$ cat config.mk
export PLATFORM = sky130hd
export DESIGN_NAME = isp_frame_src_switch
export DESIGN_NICKNAME = d
export VERILOG_FILES = /design/src/rtl/isp_frame_src_switch.sv
export SDC_FILE = /design/constraint.sdc
export NUM_CORES = 1
export LEC_CHECK = 0
export BUFFER_PORTS_ARGS = -buffer_cell sky130_fd_sc_hd__buf_2
export CAP_MARGIN = 10
export CORE_UTILIZATION = 52
export CTS_CLUSTER_DIAMETER = 150
export CTS_CLUSTER_SIZE = 40
export DETAILED_ROUTE_END_ITERATION = 12
export PLACE_DENSITY = 0.8
export REMOVE_ABC_BUFFERS = 1
export SYNTH_ARGS = -nofsm -noshare
export SYNTH_HDL_FRONTEND = slang
export SYNTH_SLANG_ARGS = --single-unit
$ cat constraint.sdc
create_clock -name clk -period 2.5 [get_ports clk]
set_clock_uncertainty 0.1 [all_clocks]
set_input_delay 0 -clock clk [delete_from_list [all_inputs] [get_ports clk]]
set_output_delay 0 -clock clk [all_outputs]
set_load 0.01 [all_outputs]
$ cat src/rtl/isp_frame_src_switch.sv
// Frame-synchronous two-source video selector in front of the ISP pipeline.
// Optional WAIT_NEW abort timer is enabled by defining ISP_SWITCH_TIMEOUT_EN.
`timescale 1ns/1ps

module isp_frame_src_switch #(
  parameter int DATA_WIDTH          = 24,
  parameter int PIX_CNT_W           = 22,
  parameter int SWITCH_BLANK_FRAMES = 1,
  parameter int TIMEOUT_CYCLES      = 2000000
) (
  input  logic                  clk,
  input  logic                  rst_n,
  input  logic                  src_sel_i,
  input  logic                  s0_vsync_i,
  input  logic                  s0_valid_i,
  input  logic [DATA_WIDTH-1:0] s0_data_i,
  input  logic                  s1_vsync_i,
  input  logic                  s1_valid_i,
  input  logic [DATA_WIDTH-1:0] s1_data_i,
  output logic                  vsync_o,
  output logic                  valid_o,
  output logic [DATA_WIDTH-1:0] data_o,
  output logic                  cur_sel_o,
  output logic                  switch_busy_o,
  output logic [15:0]           frame_cnt_o,
  output logic [PIX_CNT_W-1:0]  last_pix_cnt_o,
  output logic                  timeout_o
);

  typedef enum logic [1:0] {
    ST_RUN      = 2'd0,
    ST_WAIT_NEW = 2'd1,
    ST_MUTE     = 2'd2
  } state_t;

  localparam logic [4:0] BLANK = 5'(SWITCH_BLANK_FRAMES);

  state_t                 r_state;
  state_t                 w_state_nxt;
  logic                   r_cur_sel;
  logic                   w_cur_sel_nxt;
  logic [3:0]             r_mute_cnt;
  logic [3:0]             w_mute_cnt_nxt;
  logic                   r_s0_vsync_d;
  logic                   r_s1_vsync_d;
  logic                   w_rise0;
  logic                   w_rise1;
  logic                   w_rise_tgt;
  logic                   w_rise_cur;
  logic                   w_to_fire;
  logic                   w_req_ok;
  logic                   w_mute;
  logic                   w_vs_mux;
  logic                   w_val_mux;
  logic [DATA_WIDTH-1:0]  w_data_mux;
  logic                   w_out_rise;
  logic                   r_vsync_o;
  logic                   r_valid_o;
  logic [DATA_WIDTH-1:0]  r_data_o;
  logic [15:0]            r_frame_cnt;
  logic [PIX_CNT_W-1:0]   r_pix_cnt;
  logic [PIX_CNT_W-1:0]   r_last_pix_cnt;

  assign w_rise0 = s0_vsync_i & ~r_s0_vsync_d;
  assign w_rise1 = s1_vsync_i & ~r_s1_vsync_d;
  // The target is always the source not currently routed.
  assign w_rise_tgt = r_cur_sel ? w_rise0 : w_rise1;
  assign w_rise_cur = r_cur_sel ? w_rise1 : w_rise0;

`ifdef ISP_SWITCH_TIMEOUT_EN
  localparam int TO_W = $clog2(TIMEOUT_CYCLES + 1);

  logic [TO_W-1:0] r_to_cnt;
  logic            r_to_block;
  logic            r_timeout;
  logic            w_to_abort;

  assign w_to_fire  = (r_state == ST_WAIT_NEW) && (r_to_cnt == TO_W'(TIMEOUT_CYCLES - 1));
  assign w_to_abort = w_to_fire && (src_sel_i != r_cur_sel) && !w_rise_tgt;
  assign w_req_ok   = ~r_to_block;
  assign timeout_o  = r_timeout;

  // After an abort the request stays blocked until src_sel_i returns to cur_sel.
  always_ff @(posedge clk or negedge rst_n) begin
    if (!rst_n) begin
      r_to_cnt   <= '0;
      r_to_block <= 1'b0;
      r_timeout  <= 1'b0;
    end else begin
      r_timeout <= w_to_abort;
      if (r_state != ST_WAIT_NEW) r_to_cnt <= '0;
      else                        r_to_cnt <= r_to_cnt + 1'b1;
      if (w_to_abort)                                      r_to_block <= 1'b1;
      else if (r_state == ST_RUN && src_sel_i == r_cur_sel) r_to_block <= 1'b0;
    end
  end
`else
  logic w_unused_timeout;

  assign w_unused_timeout = (TIMEOUT_CYCLES == 0);
  assign w_to_fire        = 1'b0;
  assign w_req_ok         = 1'b1;
  assign timeout_o        = 1'b0;
`endif

  always_ff @(posedge clk or negedge rst_n) begin
    if (!rst_n) begin
      r_state      <= ST_RUN;
      r_cur_sel    <= 1'b0;
      r_mute_cnt   <= '0;
      r_s0_vsync_d <= 1'b0;
      r_s1_vsync_d <= 1'b0;
    end else begin
      // NOTE: sequential state uses non-blocking assignments so all registers update from pre-edge values.
      r_state      <= w_state_nxt;
      r_cur_sel    <= w_cur_sel_nxt;
      r_mute_cnt   <= w_mute_cnt_nxt;
      r_s0_vsync_d <= s0_vsync_i;
      r_s1_vsync_d <= s1_vsync_i;
    end
  end

  always_comb begin
    // NOTE: defaults assigned first so every path drives every signal and no latch is inferred.
    w_state_nxt    = r_state;
    w_cur_sel_nxt  = r_cur_sel;
    w_mute_cnt_nxt = r_mute_cnt;
    unique case (r_state)
      ST_RUN: begin
        if (src_sel_i != r_cur_sel && w_req_ok) w_state_nxt = ST_WAIT_NEW;
      end
      ST_WAIT_NEW: begin
        // Cancel outranks a target edge arriving in the same cycle.
        if (src_sel_i == r_cur_sel) begin
          w_state_nxt = ST_RUN;
        end else if (w_rise_tgt) begin
          w_cur_sel_nxt  = ~r_cur_sel;
          w_mute_cnt_nxt = '0;
          w_state_nxt    = (BLANK == 5'd0) ? ST_RUN : ST_MUTE;
        end else if (w_to_fire) begin
          w_state_nxt = ST_RUN;
        end
      end
      ST_MUTE: begin
        if (w_rise_cur) begin
          if ({1'b0, r_mute_cnt} + 5'd1 == BLANK) w_state_nxt = ST_RUN;
          else                                    w_mute_cnt_nxt = r_mute_cnt + 1'b1;
        end
      end
      default: w_state_nxt = ST_RUN;
    endcase
  end

  // Selecting on the next cur_sel lets the switching vsync edge come from the new source.
  assign w_mute     = (w_state_nxt == ST_MUTE);
  assign w_vs_mux   = w_cur_sel_nxt ? s1_vsync_i : s0_vsync_i;
  assign w_val_mux  = (w_cur_sel_nxt ? s1_valid_i : s0_valid_i) & ~w_mute;
  assign w_data_mux = w_val_mux ? (w_cur_sel_nxt ? s1_data_i : s0_data_i) : '0;
  assign w_out_rise = w_vs_mux & ~r_vsync_o;

  always_ff @(posedge clk or negedge rst_n) begin
    if (!rst_n) begin
      r_vsync_o      <= 1'b0;
      r_valid_o      <= 1'b0;
      r_data_o       <= '0;
      r_frame_cnt    <= '0;
      r_pix_cnt      <= '0;
      r_last_pix_cnt <= '0;
    end else begin
      r_vsync_o <= w_vs_mux;
      r_valid_o <= w_val_mux;
      r_data_o  <= w_data_mux;
      if (w_out_rise) begin
        r_frame_cnt    <= r_frame_cnt + 16'd1;
        r_last_pix_cnt <= r_pix_cnt;
        r_pix_cnt      <= w_val_mux ? PIX_CNT_W'(1) : '0;
      end else if (w_val_mux && r_pix_cnt != '1) begin
        r_pix_cnt <= r_pix_cnt + 1'b1;
      end
    end
  end

  assign vsync_o        = r_vsync_o;
  assign valid_o        = r_valid_o;
  assign data_o         = r_data_o;
  assign cur_sel_o      = r_cur_sel;
  assign switch_busy_o  = (r_state != ST_RUN);
  assign frame_cnt_o    = r_frame_cnt;
  assign last_pix_cnt_o = r_last_pix_cnt;

endmodule

# Word-level counts from Yosys, hierarchy flattened
# Cells that the tools add are included.
dict set report classes {
  n_addsub 4
  eq_ne 11
  mux 23
  n_bitwise 9
  n_reduce_logical 6
}
# operator count
set ops {}
lappend ops {{24-bit 2-to-1 mux} 2}
lappend ops {{22-bit 2-to-1 mux} 2}
lappend ops {{22-bit by 1-bit adder with 22-bit output, second input constant} 1}
lappend ops {{22-bit != test, second input constant} 1}
lappend ops {{16-bit by 1-bit adder with 16-bit output, second input constant} 1}
lappend ops {{4-bit 2-to-1 mux} 4}
lappend ops {{2-bit 2-to-1 mux} 5}
lappend ops {{1-bit 2-to-1 mux} 8}
lappend ops {{2-bit != test, second input constant} 4}
lappend ops {{4-bit case mux with 2 select lines} 1}
lappend ops {{2-bit case mux with 3 select lines} 1}
lappend ops {{2-bit nonzero test} 3}
lappend ops {{4-bit by 1-bit adder with 5-bit output, second input constant} 1}
lappend ops {{5-bit by 1-bit equality test with 1-bit output, second input constant} 1}
lappend ops {{1-bit inverter} 5}
lappend ops {{5-bit AND reduction} 1}
lappend ops {{4-bit by 1-bit adder with 4-bit output, second input constant} 1}
lappend ops {{1-bit AND} 4}
lappend ops {{2-bit equality test, second input constant} 2}
lappend ops {{2-bit by 1-bit equality test with 1-bit output, second input constant} 1}
lappend ops {{2-bit zero test} 1}
lappend ops {{1-bit equality test} 1}
lappend ops {{1-bit logical AND} 1}
lappend ops {{1-bit != test} 1}
dict set report totals {
  reg_bits 95
  output_inout_bits 67
}

# Longest topological paths before layout
dict set report logic_depth {
  ltp_word 12
  mapped_depth 9
  depth_no_buf 7
}

# Worst setup path after synthesis
# Ideal clock, no wire load.
dict set report synth_timing {
  path_type {flip-flop to flip-flop}
  from {reg r_cur_sel (netlist: cur_sel_o)}
  to {reg r_pix_cnt[21]}
  setup_ps 130
  t_arrival_ps 1851
  required_time_ps 2270
  slack_ps 420
  path_stages_with_launch 9
  period_less_slack_ps 2080
  cell_sequence {dfrtp_1 -> nor3b_1 -> nor2_1 -> o31ai_4 -> o211ai_2 -> buf_2 -> buf_2 -> o31ai_1 -> a21oi_1}
}
dict set report synth_via {
  elab_chain_cells 9
  elab_cells_between_ends 22
  cone_classes {eq/ne: 3; mux: 13; bitwise: 4; reduce/logical: 2}
}
# item line
set synth_rtl {}
lappend synth_rtl {{start: declaration} 40} ;# logic r_cur_sel;
lappend synth_rtl {{start signal: assignment} 116} ;# r_cur_sel <= w_cur_sel_nxt;
lappend synth_rtl {{1-bit 2-to-1 mux} 67} ;# assign w_rise_tgt = r_cur_sel ? w_rise0 : w_rise1;
lappend synth_rtl {{2-bit 2-to-1 mux} 136} ;# end else if (w_rise_tgt) begin
lappend synth_rtl {{2-bit 2-to-1 mux} 134} ;# if (src_sel_i == r_cur_sel) begin
lappend synth_rtl {{2-bit case mux with 3 select lines} 128} ;# unique case (r_state)
lappend synth_rtl {{2-bit equality test} 155} ;# assign w_mute = (w_state_nxt == ST_MUTE);
lappend synth_rtl {{1-bit inverter} 157} ;# assign w_val_mux = (w_cur_sel_nxt ? s1_valid_i : s0_valid_i) & ~w_mute;
lappend synth_rtl {{1-bit AND} 157}
lappend synth_rtl {{1-bit logical AND} 177} ;# end else if (w_val_mux && r_pix_cnt != '1) begin
lappend synth_rtl {{2-bit nonzero test (no source line)} n/a}
lappend synth_rtl {{end signal: assignment} 176} ;# r_pix_cnt <= w_val_mux ? PIX_CNT_W'(1) : '0;
lappend synth_rtl {{end signal: assignment} 178} ;# r_pix_cnt <= r_pix_cnt + 1'b1;
lappend synth_rtl {{end: declaration} 61} ;# logic [PIX_CNT_W-1:0] r_pix_cnt;
# Parallel ways exist; a longest one is shown, timed or not.
# A chain may end at the register's enable or synchronous reset.

# Final worst setup path
dict set report layout_timing {
  from {reg r_state[1]}
  to {reg r_pix_cnt[1]}
}
dict set report layout_via {
  elab_chain_cells 8
  elab_cells_between_ends 19
  cone_classes {eq/ne: 3; mux: 10; bitwise: 3; reduce/logical: 3}
}
# item line
set layout_rtl {}
lappend layout_rtl {{start: declaration} 38} ;# state_t r_state;
lappend layout_rtl {{start signal: assignment} 115} ;# r_state <= w_state_nxt;
lappend layout_rtl {{2-bit 2-to-1 mux (on tied branches)} {146, 136}}
lappend layout_rtl {{2-bit 2-to-1 mux (on tied branches)} {145, 134}}
lappend layout_rtl {{2-bit case mux with 3 select lines} 128}
lappend layout_rtl {{2-bit equality test} 155}
lappend layout_rtl {{1-bit inverter} 157}
lappend layout_rtl {{1-bit AND} 157}
lappend layout_rtl {{1-bit logical AND} 177}
lappend layout_rtl {{2-bit nonzero test (no source line)} n/a}
# Parallel ways exist; a longest one is shown, timed or not.

==> metrics.yaml <==
outcome:
  outcome: "finished clean"
clock_tree:
  cts_setup_buffers: 0
  cts_buffers: 9
  cts.sinks: 95
  clockRootBuffer: "clkbuf_8"
  htree_levels: 3
  clk_latency_ns: 0.36
  clk_pin_slew_ns: 0.10
  cts_tree: "yes"
  cts.path.max_buffers: 2
global_routing:
  grtUsageTotal_pct: 28.48
  overflow: 0
  grt_max_degree: 51
  antenna_found_initial: 0
  first_global_vias: 4301
  grt_pass1_wl_mm: 19.55
synthesis:
  seq_area_frac_synth_pct: 54.47
  synthesis.instances: 471
  synth_top_area_share_pct: 54.47
  syn-mean-instance-area_um2: 9.266
  synthMostInstantiatedCell: "nand2_1"
  synth_area_leader_cell: "dfrtp_1"
  yosysWarnings: 0
  ys_ff_latch: 95
  ys.flop_type: "dfrtp_1"
  synth_edf_count: 0
  yosys-top-cells-count: "nand2_1 (142), dfrtp_1 (95), a21oi_1 (44)"
  synth_area_um2: 4364
  ys_types: 48
  async_flop_share_pct: 100.0
  synth.top_cells.by_area: "dfrtp_1 (54%), nand2_1 (12%), a21oi_1 (5.0%)"
power_and_ir_drop:
  total_switching_power_w: 0.002088
  power.leakage_nw: 3.019
  vdd_drop_max_mv: 0.6285
  power.internal_w: 0.003238
  seqPwrFrac_pct: 39.5
  comb_power_share_pct: 39.0
  power.density_nw_per_um2: 903.4
  clock_power_share_pct: 21.5
  swShare_pct: 39.20
timing:
  relSlewSlack_pct: 56.46
  tns_ns: 0
  drv_slew: 0
  layout_setup_ws_ns: 0.1293
  min_period_over_period_pct: 94.83
  clock.fmax_mhz: 421.8
  rsz0062_at_grt: "true"
  hold_violations: 0
  setup_violations: 0
  fin_crit_ns: 2.371
  worst_pin_slew_ns: 0.6530
flow_run:
  maxCapViolCount: 0
routing:
  detail-route-antenna-nets: 0
  avgRoutedWirePerCell_um: 16.58
  vias: 4243
  firstDrtPassIters: 5
  wl_met2_mm: 6.352
  met3_length_um: 671
  routed_wl_mm: 12.54
  route.detailed.drc: 0
  top_layer_used: "met4"
  wl_met1_mm: 5.059
  drt-vias-per-instance: 5.612
  detailedRoute.firstIterationViolations: 270
finish:
  final_cells: 756
  synthToLayoutAreaGrowth_pct: 35.09
  drive_gt1_share_pct: 24.88
  antennaDiodeCount: 0
  postLayoutCoreUtil_pct: 72.12
  nets: 706
worst_setup_path:
  crit_slowest_cell: "dfrtp_1"
  critical_path_class: "flip-flop to flip-flop"
  cp_max_fo: 28
  cp_slowest_stage_delay_ns: 0.43
  cp-end-kind: "flip-flop"
  crit_arrival_ns: 2.54
  cp.required_ns: 2.67
  critPathLaunchType: "flip-flop"
  crit_path_cell_trace: "nand2b_1 -> o31ai_2 -> a21oi_1 -> nor2_2 -> buf_4 -> nand2_1 -> o31ai_1"
  cpLargestDelayFamily: "simple AND/OR/NAND/NOR gates"
  path_buf_inv: 1
floorplanning:
  coreArea_um2: 8175
  dieArea_um2: 8763
  die_w_um: 93.61
  ios: 122
  die_y_um: 93.61
  row_count: 33
  initial_utilization_pct: 53.38
hold_path:
  hold_class: "primary input to async pin"
placed_design:
  port_buffers: 120
  place_congestion: 0.8453
  hpwl_mm: 7.121
  dpl.cell_count: 688
  place_ws_ns: 0.1052
[worst register-to-register path, cell delays in order (launching register included)]
cell,delay [ns]
dfrtp_1,0.43
nand2b_1,0.20
o31ai_2,0.30
a21oi_1,0.18
nor2_2,0.39
buf_4,0.38
nand2_1,0.11
o31ai_1,0.19
[timing repair]
| action | CTS | global route |
|---|---|---|
| endpoints found under the hold margin | 77 | 0 |
| gates resized for setup | 0 | 3 |
| hold buffers | 52 | 0 |
| setup endpoints to repair | 0 | 27 |
[per-stage QoR]
step / hold WS (ns) / total power, W / instance area (µm²)
4_1_cts: 0.1157 / 0.005215 / 5877
2_1_floorplan: -0.3956 / 0.003111 / 4257
3_3_place_gp: -0.03605 / 0.003927 / 5137
3_5_place_dp: -0.02459 / 0.004002 / 5137
5_1_grt: 0.1791 / 0.005604 / 5896
6_report: 0.1134 / 0.005326 / 5896
[flip-flops by register name, summed over array words and instances (netlist names)]
register        count
last_pix_cnt_o     22
frame_cnt_o        16
vsync_o             1
r_state             2
valid_o             1
r_s1_vsync_d        1
r_mute_cnt          4
r_pix_cnt          22
r_s0_vsync_d        1
data_o             24
cur_sel_o           1
[final cells by class]
class | instances | area [µm²]
clock buffers | 11 | 141.4
clock inverters | 4 | 77.57
fillers | 593 | 2280
inverters | 4 | 15.01
multi-input cells | 350 | 1892
flip-flops and latches | 95 | 2377
well taps | 105 | 131.4
repair buffers | 187 | 1261
[path summary, 6_finish.rpt]
kind                            depth (start not counted)  slack [ns]               start            endpoint
worst max-delay path                                    7        0.13          r_state[1]        r_pix_cnt[1]
worst max register to register                          7        0.13          r_state[1]        r_pix_cnt[1]
min in group clk                                        4        0.25          s0_valid_i             valid_o
max in group asynchronous                               3        1.48               rst_n   last_pix_cnt_o[8]
worst min-delay path                                    2        0.11               rst_n     frame_cnt_o[12]
worst min register to register                          2        0.37  last_pix_cnt_o[12]  last_pix_cnt_o[12]
[layout by cell type (no fill, tap or decap), drive strengths merged, types with 2 or more instances in the layout]
| cell type | n |
|---|---|
| a21boi | 3 |
| a21oi | 44 |
| and2 | 4 |
| and3 | 13 |
| and4 | 4 |
| buf | 135 |
| bufinv | 2 |
| clkbuf | 11 |
| dfrtp | 95 |
| dlygate4sd3 | 52 |
| ha | 4 |
| inv | 5 |
| nand2 | 143 |
| nand2b | 5 |
| nand3 | 14 |
| nand4 | 10 |
| nor2 | 12 |
| nor2b | 5 |
| nor3 | 5 |
| nor3b | 2 |
| o211ai | 8 |
| o21ai | 21 |
| o31ai | 4 |
| or2 | 3 |
| or3 | 17 |
| or4 | 3 |
| xnor2 | 5 |
| xor2 | 11 |
[cells by family after synthesis]
logic type	count (synthesis)	synth area share, %
fa+ha+maj	4	1.147
flops	95	54.47
other cells	1	0.08593
compound gates	84	11.67
simple gates	244	26.61
buf+inv	27	2.809
xor+xnor	16	3.211
[layer usage]
metal  vias up  GRT usage [%]
met5         -              0
met4         0          15.90
met3        55          5.935
met2       179          47.98
met1      2051          33.94
li1       1958              -
[power groups by stage]
stage / Clock (W) / Combinational, W / Sequential [W]
floorplan: 0 / 0.000878 / 0.00223
global placement: 0 / 0.00184 / 0.00209
detailed placement: 0 / 0.00189 / 0.00211
CTS: 0.00116 / 0.00198 / 0.00208
global route: 0.00121 / 0.00225 / 0.00214
finish: 0.00115 / 0.00208 / 0.00210
Power figures use the tool's default switching activity.
